## src/rtl/arm_seq_pkg.sv

```systemverilog
// Shared state encoding, instruction ID constants and the memory-class
// classifier used by the ARMAria instruction sequencer.
package arm_seq_pkg;

    typedef enum logic [2:0] {
        S_RESET  = 3'd0,
        S_FETCH  = 3'd1,
        S_DECODE = 3'd2,
        S_EXEC   = 3'd3,
        S_MEM    = 3'd4,
        S_WB     = 3'd5,
        S_IOWAIT = 3'd6,
        S_HALT   = 3'd7
    } state_e;

    localparam int unsigned ID_RESET     = 100;
    localparam int unsigned ID_INSW      = 71;
    localparam int unsigned ID_HALT      = 75;
    localparam int unsigned ID_JUMP      = 72;
    localparam int unsigned ID_BCOND     = 38;
    localparam int unsigned ID_BCOND_IMM = 73;

    localparam int unsigned MEM_ID_LO = 39;
    localparam int unsigned MEM_ID_HI = 55;

    // Loads/stores occupy a contiguous block plus two stragglers.
    function automatic logic is_mem_id(input int unsigned id);
        return ((id >= MEM_ID_LO) && (id <= MEM_ID_HI)) || (id == 67) || (id == 68);
    endfunction

endpackage

```

## src/rtl/rise_detect.sv

```systemverilog
// Registers a synchronous level and emits a one-cycle pulse on its rising edge.
module rise_detect (
    input  logic clock,
    input  logic reset,
    input  logic level_i,
    output logic rise_o
);

    logic level_q;

    always_ff @(posedge clock or negedge reset) begin
        if (!reset) begin
            level_q <= 1'b0;
        end else begin
            level_q <= level_i;
        end
    end

    assign rise_o = level_i & ~level_q;

endmodule

```

## src/rtl/instr_cycle_sequencer.sv

```systemverilog
// Multi-cycle FETCH/DECODE/EXEC/MEM/WB sequencer that gates the instruction ID
// into the control decoder and drives IR/PC/write-back strobes.
module instr_cycle_sequencer
    import arm_seq_pkg::*;
#(
    parameter int MEM_WAIT = 1,
    parameter int ID_W     = 7,
    parameter int CNT_W    = 16
) (
    input  logic             clock,
    input  logic             reset,
    input  logic [ID_W-1:0]  instr_id,
    input  logic             take,
    input  logic             io_confirm,
    input  logic             resume,
    output logic [ID_W-1:0]  core_id,
    output logic             ir_load,
    output logic             pc_load,
    output logic [1:0]       pc_src,
    output logic             mem_active,
    output logic             wb_strobe,
    output logic             io_wait,
    output logic             halted,
    output logic [2:0]       stage,
    output logic [CNT_W-1:0] retired
);

    localparam logic [ID_W-1:0] RESET_ID = ID_W'(ID_RESET);
    localparam logic [ID_W-1:0] INSW_ID  = ID_W'(ID_INSW);
    localparam logic [ID_W-1:0] HALT_ID  = ID_W'(ID_HALT);
    localparam logic [ID_W-1:0] JUMP_ID  = ID_W'(ID_JUMP);
    localparam logic [ID_W-1:0] BC_ID    = ID_W'(ID_BCOND);
    localparam logic [ID_W-1:0] BCI_ID   = ID_W'(ID_BCOND_IMM);
    localparam logic [3:0]      WAIT_LD  = 4'(MEM_WAIT);

    state_e           state_q, state_d;
    logic [3:0]       cnt_q, cnt_d;
    logic [CNT_W-1:0] retired_q, retired_d;
    logic             confirm_rise;
    logic             is_mem;
    logic             branch_taken;

    rise_detect u_confirm_edge (
        .clock   (clock),
        .reset   (reset),
        .level_i (io_confirm),
        .rise_o  (confirm_rise)
    );

    assign is_mem       = is_mem_id(32'(instr_id));
    assign branch_taken = (instr_id == JUMP_ID) ||
                          (((instr_id == BC_ID) || (instr_id == BCI_ID)) && take);

    always_ff @(posedge clock or negedge reset) begin
        if (!reset) begin
            state_q   <= S_RESET;
            cnt_q     <= '0;
            retired_q <= '0;
        end else begin
            state_q   <= state_d;
            cnt_q     <= cnt_d;
            retired_q <= retired_d;
        end
    end

    // Outputs depend only on the current stage plus the live instruction
    // inputs, so datapath controls stay zero outside execute-class stages.
    always_comb begin
        state_d    = state_q;
        cnt_d      = cnt_q;
        retired_d  = retired_q;
        core_id    = '0;
        ir_load    = 1'b0;
        pc_load    = 1'b0;
        pc_src     = 2'd0;
        mem_active = 1'b0;
        wb_strobe  = 1'b0;
        io_wait    = 1'b0;
        halted     = 1'b0;

        unique case (state_q)
            S_RESET: begin
                core_id = RESET_ID;
                state_d = S_FETCH;
            end
            S_FETCH: begin
                ir_load = 1'b1;
                state_d = S_DECODE;
            end
            S_DECODE: begin
                if (instr_id == INSW_ID) begin
                    state_d = S_IOWAIT;
                end else if (instr_id == HALT_ID) begin
                    state_d = S_HALT;
                end else begin
                    state_d = S_EXEC;
                end
            end
            S_EXEC: begin
                core_id = instr_id;
                if (is_mem) begin
                    cnt_d   = WAIT_LD;
                    state_d = S_MEM;
                end else begin
                    state_d = S_WB;
                end
            end
            S_MEM: begin
                core_id    = instr_id;
                mem_active = 1'b1;
                if (cnt_q == 4'd0) begin
                    state_d = S_WB;
                end else begin
                    cnt_d = cnt_q - 4'd1;
                end
            end
            S_IOWAIT: begin
                core_id = INSW_ID;
                io_wait = 1'b1;
                if (confirm_rise) begin
                    state_d = S_WB;
                end
            end
            S_HALT: begin
                core_id = HALT_ID;
                halted  = 1'b1;
                if (resume) begin
                    state_d = S_WB;
                end
            end
            S_WB: begin
                core_id   = instr_id;
                wb_strobe = 1'b1;
                pc_load   = 1'b1;
                pc_src    = branch_taken ? 2'd1 : 2'd0;
                retired_d = retired_q + CNT_W'(1);
                state_d   = S_FETCH;
            end
            default: begin
                state_d = S_RESET;
            end
        endcase
    end

    assign stage   = state_q;
    assign retired = retired_q;

endmodule

```

## config.mk

```make
export PLATFORM = sky130hd
export DESIGN_NAME = instr_cycle_sequencer
export DESIGN_NICKNAME = d
export VERILOG_FILES = /design/src/rtl/arm_seq_pkg.sv /design/src/rtl/rise_detect.sv /design/src/rtl/instr_cycle_sequencer.sv
export SDC_FILE = /design/constraint.sdc
export NUM_CORES = 1
export LEC_CHECK = 0
export CAP_MARGIN = 25
export CORE_ASPECT_RATIO = 0.75
export CORE_MARGIN = 2
export CORE_UTILIZATION = 45
export CTS_BUF_LIST = sky130_fd_sc_hd__clkbuf_2 sky130_fd_sc_hd__clkbuf_4 sky130_fd_sc_hd__clkbuf_8
export DETAILED_ROUTE_END_ITERATION = 16
export PLACE_DENSITY = 0.77
export SETUP_SLACK_MARGIN = 0.1
export SLEW_MARGIN = 25
export SYNTH_ARGS = -nofsm -noshare
export SYNTH_HDL_FRONTEND = slang
export SYNTH_HIERARCHICAL = 1
export SYNTH_SLANG_ARGS = --single-unit
```

## constraint.sdc

```tcl
create_clock -name clock -period 1.7 [get_ports clock]
set_clock_uncertainty 0.2 [all_clocks]
set_input_delay 0.255 -clock clock [delete_from_list [all_inputs] [get_ports clock]]
set_output_delay 0.255 -clock clock [all_outputs]
set_load 0.1 [all_outputs]
```

==> out/metrics.json, run 1 <==
{
  "postPlaceCellArea_um2": 2850,
  "synth_seq_area_share_pct": 39.7,
  "ctsHtreeMaxLevel": 1,
  "site_row_count": 18,
  "port_buffers": 44,
  "root_buffer": "clkbuf_8",
  "yosys.area_share.adder_pct": 2.48,
  "synth.distinct_cells": 43,
  "flow.stopped_at": "clock tree synthesis (4_1_cts)",
  "chipWidth_um": 71.0,
  "synth_compound_gate_area_share_pct": 14.6,
  "error": "[ERROR DPL-0033] detailed placement checks failed during check placement.",
  "run_status": "aborted with a tool error",
  "dpl_worst_slack_ps": -539,
  "combinational_family_with_the_most_area_after_synthesis": "simple AND/OR/NAND/NOR gates",
  "die_h_um": 54.2,
  "yosys.area_share.simple_pct": 27.2,
  "synth.mux.area_fraction_pct": 0.744,
  "post_cts.repair.setup_buffers": 14,
  "synthesis.area_per_instance_um2": 9.06,
  "hpwlAfterDp_um": 4060,
  "io-pin-count": 46,
  "floorplan.initialDensity_pct": 46.6,
  "post_cts_resize_count": 50,
  "syn-cell-area_um2": 1510,
  "place_congestion": 0.873,
  "synth_xor_xnor_area_share_pct": 9.26,
  "synth-warning-count": 6,
  "clkSinkCount": 24,
  "cts_buffer_depth": 2,
  "holdBufCountCts": 0,
  "synth_nets": 182,
  "postSynthRegisterBits": 24,
  "synthesized_netlist_cell_count": 167,
  "clock_buffer_count_from_cts": 3
}
-- Yosys cell counts --
cell,n,area [um^2]
conb_1,1,3.75
o2bb2ai_1,2,17.5
a221o_1,1,10.0
nor4_1,1,6.26
dfrtp_1,24,601
and4_1,1,8.76
nor3_2,1,10.0
and3b_1,5,43.8
o21ai_0,8,40.0
nor2b_4,1,13.8
nand3b_1,2,15.0
a211oi_1,2,15.0
nand4_1,6,37.5
nor3b_1,4,30.0
a21oi_1,6,30.0
o311ai_0,1,8.76
a311o_1,1,10.0
o21ai_1,3,15.0
nor3_1,3,15.0
nand3_1,5,25.0
nor2_1,13,48.8
buf_2,1,5.00
nand4_4,1,21.3
nor3b_2,1,12.5
a41oi_1,2,17.5
mux2_1,1,11.3
xor2_1,7,61.3
nand2_1,14,52.6
ha_1,3,37.5
a31oi_1,3,18.8
inv_1,8,30.0
clkbuf_1,8,30.0
buf_4,3,22.5
nor4_2,1,12.5
nand2b_1,2,12.5
and3_1,4,25.0
nor4b_1,1,8.76
o21a_1,1,7.51
o31ai_1,1,7.51
nor2b_1,2,12.5
o211ai_1,2,15.0
xnor2_1,9,78.8
a21o_1,1,7.51
-- through the flow --
stage | TNS [ps] | hold WS, ps | cells | util, %
detailed placement | -5060 | 314 | 282 | 88.0
global placement | -3380 | 293 | 282 | 88.0
floorplan | -11230 | -241 | 167 | -
-- cells by family after synthesis --
group / Yosys count
simple gates: 68
compound gates: 34
flops: 24
buf+inv: 20
xor+xnor: 16
fa+ha+maj: 3
other cells: 1
mux: 1
==> run 2, diff against run 1 <==
- CORE_ASPECT_RATIO: 0.75 -> unset
- CORE_UTILIZATION: 45 -> 30
- CTS_BUF_LIST: sky130_fd_sc_hd__clkbuf_2 sky130_fd_sc_hd__clkbuf_4 sky130_fd_sc_hd__clkbuf_8 -> unset
- PLACE_DENSITY: 0.77 -> unset
- PLACE_DENSITY_LB_ADDON: unset -> 0.15
- SETUP_SLACK_MARGIN: 0.1 -> unset
==> run 2 against run 1 <==
  * The flow now finishes, with violations (negative setup slack)
  * Synthesized area is the same
  * Synthesized cell count unchanged
==> out/metrics.json, run 2 <==
{
  "path_cells": "and3b_2, buf_4, buf_6, buf_6, buf_12",
  "die_h_um": 75.0,
  "synth.mux.area_fraction_pct": 0.744,
  "run_status": "complete, but fails checks",
  "endpoint_class_of_the_critical_path": "output pin",
  "root_buffer": "clkbuf_8",
  "combinational_family_with_the_most_area_after_synthesis": "simple AND/OR/NAND/NOR gates",
  "post-synth-top-count-cell": "dfrtp_1",
  "holdBufCountCts": 0,
  "io-pin-count": 46,
  "cp_max_fo": 8,
  "chipWidth_um": 75.0,
  "detailroute.via_count": 1624,
  "place_congestion": 0.873,
  "clock_buffer_count_from_cts": 3,
  "post_synth_most_frequent_cells": "dfrtp_1, nand2_1, nor2_1, xnor2_1",
  "ys_dominant_reg_cell": "dfrtp_1",
  "synth.distinct_cells": 43,
  "timing.critical_path.arrival_ps": 1570,
  "worst_hold_path_type": "in2async",
  "layout_worst_path_cycle_share_pct": 119,
  "grt-busiest-layer": "met2",
  "max_stage_delay_ps": 530,
  "synth-warning-count": 6,
  "synth_nets": 182,
  "wl_um": 4810,
  "setup_violations": 35,
  "met3_usage_pct": 2.14,
  "share_of_post_route_cells_with_drive_strength_above_1_pct": 62.3,
  "hpwlAfterDp_um": 3450,
  "worst_path_dominant_cell_family": "flip-flops",
  "reg2regPathDepth": 8,
  "largest_register_ffs": 16,
  "synth_top_cell_area_share_pct": 39.7,
  "finalHoldViolations": 0,
  "avgRoutedWirePerCell_um": 14.7,
  "clkSinkCount": 24,
  "clkTransAtPathRegs_ps": 80,
  "synthTopCellsByArea": "dfrtp_1, xnor2_1, xor2_1",
  "grt_pass1_vias": 1673,
  "ctsHtreeMaxLevel": 1,
  "num_antenna_cells": 0,
  "rrSetupSlack_ps": -250,
  "core_um2": 4790,
  "met1_routing_resource_usage_after_global_routing_pct": 22.0,
  "synth_seq_area_share_pct": 39.7,
  "post_layout_nets": 276,
  "critical_path_buf_inv_count": 4,
  "worstSkewPairLatency_ps": 260,
  "gr-usage-all-layers_pct": 18.3,
  "synthesized_netlist_cell_count": 167,
  "globalRouteMet2Util_pct": 33.1,
  "site_row_count": 25,
  "ys_async_sr_fraction_pct": 100,
  "timing_max_transition_violations_final": 0,
  "drt_drc_violations_left": 0,
  "firstDrtPassIters": 4,
  "floorplan.initialDensity_pct": 31.6,
  "maximum_number_of_pins_on_one_net_before_global_route_repair": 25,
  "design.die.area_um2": 5630,
  "netlist.top_cell.by_area": "dfrtp_1",
  "maxCapViolations": 0,
  "number_of_antenna_violations_at_the_first_check_in_global_routing": 0,
  "critical_path.reg2reg.startpoint": "stage[1]",
  "yosys.area_share.adder_pct": 2.48,
  "syn-cell-area_um2": 1510,
  "max-vdd-ir-drop_uv": 2170,
  "grt_first_pass_wirelength_um": 7910,
  "fin_ws_ps": -328,
  "crit-reg2reg-capture": "retired[3]",
  "grt_setup_unrepaired": "yes",
  "synth_edf_count": 0,
  "timing.fmax_mhz": 493,
  "power.density_nw_per_um2": 1950,
  "leakage_nw": 1.43,
  "layout_common_cells": "buf_4, buf_12, buf_6",
  "synthesis.area_per_instance_um2": 9.06,
  "layout_commonest_cell": "buf_4",
  "critical_path.startpoint_type": "flop",
  "postSynthRegisterBits": 24,
  "setup_total_negative_slack_ps": -6660,
  "failed_checks": "negative setup slack",
  "drt-initial-drc-count": 33,
  "vias_per_cell": 4.97,
  "drt.antenna.violating_nets": 0,
  "critPathSlowestCell": "dfrtp_4",
  "port_buffers": 44,
  "finalHoldWorstSlack_ps": 147,
  "synth_compound_gate_area_share_pct": 14.6,
  "syn_to_final_growth_pct": 117,
  "worstSetupPathType": "reg2out",
  "cts_tree": "built",
  "worstPathRequired_ps": 1240,
  "timing.critical_path.mode_cell": "buf_6",
  "n_fill_cell": 369,
  "cts_buffer_depth": 2,
  "grt-ovfl-total": 0,
  "synth_xor_xnor_area_share_pct": 9.26,
  "yosys.area_share.simple_pct": 27.2,
  "timing.final.crit_period_ps": 2030
}
==> run 2: cells by family (layout without fill, tap and decap cells) <==
| logic type | after synthesis | in the layout |
|---|---|---|
| other | 1 | 1 |
| AO/OA/AOI/OAI | 34 | 34 |
| multiplexers | 1 | 1 |
| AND/OR/NAND/NOR | 68 | 68 |
| XOR/XNOR | 16 | 16 |
| adder cells (fa/ha/maj) | 3 | 3 |
| flip-flops | 24 | 24 |
| buffers and inverters | 20 | 113 |
==> run 2: worst reg2reg max path: stages (launching register included) <==
cell     delay, ps
dfrtp_4        510
and3b_2        280
buf_4          120
buf_6          100
buf_6          100
nand4_4        130
buf_12         190
buf_6          110
xnor2_1        110
==> run 2: where the power goes <==
group	leakage (nW)	switching, mW	internal [mW]
registers	0.291	0.225	0.743
clock network	0.0228	0.181	0.167
logic	1.11	2.96	2.13
==> run 2: how the worst max path moves through the flow <==
stage	to	slack [ps]	start	cells after the start
after global routing	pc_src[0]	-360	stage[1]	4
after floorplan	cnt_q[3]	-820	stage[0]	4
final	wb_strobe	-330	stage[2]	5
after detailed placement	pc_src[0]	-410	instr_id[6]	5
after CTS	core_id[6]	-320	stage[1]	5
after global placement	pc_src[0]	-380	instr_id[6]	5
==> run 2: metal layers <==
| metal | share of wire (%) | routed length (um) |
|---|---|---|
| met5 | 0 | 0 |
| met4 | 1.1 | 53 |
| met3 | 3.0 | 145 |
| met2 | 55 | 2650 |
| met1 | 41 | 1960 |
==> run 2: area by class of cell <==
class	count	area (um^2)	area share, %
Timing Repair Buffer	101	1310	39.8
Multi-Input combinational cell	123	1180	35.8
Sequential cell	24	639	19.5
Tap cell	67	83.8	2.55
Clock buffer	4	45.0	1.37
Inverter	8	33.8	1.03
==> run 2: timing repair <==
action | in CTS | in global routing
endpoints found under the setup margin | 32 | 36
gates resized for setup | 37 | 21
pin swaps | 13 | 15
setup buffers | 17 | 4
==> run 2: per-stage QoR <==
step / total power [mW] / cell area (um^2) / std cells / util (%) / setup WS [ps]
after detailed placement: 5.49 / 2850 / 305 / 59.6 / -413
after global placement: 5.45 / 2850 / 305 / 59.6 / -376
after global routing: 6.66 / 3290 / 327 / 68.7 / -365
final: 6.40 / 3290 / 327 / 68.7 / -328
after floorplan: 3.89 / 1810 / 167 / - / -823
after CTS: 6.34 / 3180 / 325 / 66.4 / -322
Note: power is estimated with default switching activity, not from simulation.
==> variant, RTL diff (config.mk and constraints of run 2) <==
Change the parameter `CNT_W` from 16 to 18.
--- a/src/rtl/instr_cycle_sequencer.sv
+++ b/src/rtl/instr_cycle_sequencer.sv
@@ -7,3 +7,3 @@
     parameter int ID_W     = 7,
-    parameter int CNT_W    = 16
+    parameter int CNT_W    = 18
 ) (
Interface: changed (resized retired); port bits go from 46 to 48. No check against the original RTL was run, so the function may have changed too.
==> variant against run 2 <==
- the flow still finishes with violations (negative setup slack)
- setup slack improved by 0.042 ns
- sequential share of layout area is 0.76 points higher
- routed wire length rose by 0.44%
- design area grew 2.2%
- sequential power rose by 4%
- total power is 5.3% higher
- die area is 5.0% higher
- synthesized area rose by 5.3%
- sequential cell count increased by 2
==> variant: results (changes against run 2) <==
Parameter                              Value

STA
  Final setup violation count ... 29 (was 35)
  Worst setup slack after layout ... -0.286 ns (was -0.328 ns)
  Final total negative setup slack ... -3.69 ns (was -6.66 ns)

Global route
  Met2 Track Usage GR ... 0.296 (was 0.331)
  Met3 routing resource usage after global routing ... 0.0247 (was 0.0214)
  Global-route usage over all layers ... 0.166 (was 0.183)
  Pin count of the biggest net entering global routing ... 27 (was 25)

Route
  Via/cell ratio ... 4.88 (was 4.97)
  Average wire per cell in the routed design ... 14.5 um (was 14.7 um)

Status
  Run status ... finished with violations (unchanged)
  Violations in the final reports ... negative setup slack (unchanged)

Synthesis
  Leading post-synthesis cells by instance count ... sky130_fd_sc_hd__dfrtp_1 (26), sky130_fd_sc_hd__nand2_1 (20), sky130_fd_sc_hd__xnor2_1 (15) (was sky130_fd_sc_hd__dfrtp_1 (24), sky130_fd_sc_hd__nand2_1 (14), sky130_fd_sc_hd__nor2_1 (13))
  Net count after synthesis ... 186 (was 182)
  Synth area leaders ... sky130_fd_sc_hd__dfrtp_1 (41%), sky130_fd_sc_hd__xnor2_1 (8.2%), sky130_fd_sc_hd__nand2_1 (4.7%) (was sky130_fd_sc_hd__dfrtp_1 (40%), sky130_fd_sc_hd__xnor2_1 (5.2%), sky130_fd_sc_hd__xor2_1 (4.1%))
  Avg Synthesized Cell Area ... 9.31 sq um (was 9.06 sq um)
  Portion of the post-synthesis area used by sequential elements ... 0.408 (was 0.397)

Placement
  HPWL reported at the end of detailed placement ... 3480 um (was 3450 um)
  I/O Buffers ... 46 (was 44)
  Placed cell areas ... 2940 sq um (was 2850 sq um)
  Cell total after placement ... 317 (was 305)

Power and ir drop
  Clock network fraction of total power ... 0.059 (was 0.054)
  P_leak ... 1.44 nW (was 1.43 nW)
  Switching Share ... 0.522 (was 0.526)
  Comb. pwr ... 0.00534 W (was 0.00509 W)

Layout
  Fill cells ... 411 (was 369)
  Share of layout cells above drive strength 1 ... 0.617 (was 0.623)

Setup path
  CP Buf/Inv Count ... 2 (was 4)
[variant: repair_timing]
item                                    CTS  global route
hold endpoints to repair                  0             0
endpoints found under the setup margin   30            33
gates resized for setup                  45            24
gates cloned                              1             0
hold buffers                              0             0
buffers inserted                          7             7
pin swaps                                18            12
[variant: per-stage QoR]
step                setup WS [ns]   util
floorplan                  -0.820      -
global placement           -0.448  0.576
detailed placement         -0.504  0.576
CTS                        -0.305  0.631
global route               -0.329  0.658
finish                     -0.286  0.658
[variant: area by class of cell]
class,instances,area (sq um),share of cell area
timing repair buffer,99,1320,0.392
tap,70,87.6,0.0261
inverter,10,47.5,0.0142
multi-input combinational,125,1170,0.349
sequential,26,679,0.202
clock buffer,4,55.1,0.0164
[variant: final timing paths]
| path | start | to | slack (ns) | depth (start not counted) |
|---|---|---|---|---|
| worst max-delay path | stage[1]$_DFFE_PN0P_ | core_id[4] | -0.29 | 4 |
| worst min-delay path | reset | retired[12]$_DFFE_PN0N_ | 0.16 | 2 |
| worst max register to register | stage[1]$_DFFE_PN0P_ | cnt_q[3]$_DFFE_PN0P_ | -0.11 | 6 |
| worst min register to register | retired[9]$_DFFE_PN0N_ | retired[9]$_DFFE_PN0N_ | 0.33 | 1 |
| max in group asynchronous | reset | stage[0]$_DFFE_PN0P_ | 0.86 | 2 |
| min in group clock | io_confirm | u_confirm_edge/level_q$_DFF_PN0_ | 0.28 | 1 |
[variant: kinds of logic (layout without fill, tap and decap cells)]
kind of cell	after synthesis	count (layout)	synth area share
AOI/OAI and AO/OA	33	33	0.151
muxes	2	2	0.0134
buffers and inverters	20	113	0.0581
adders and majority gates	3	3	0.0236
DFF	26	26	0.408
and+or+nand+nor	67	67	0.239
other	1	1	0.00235
xor gates and xnor gates	19	19	0.104
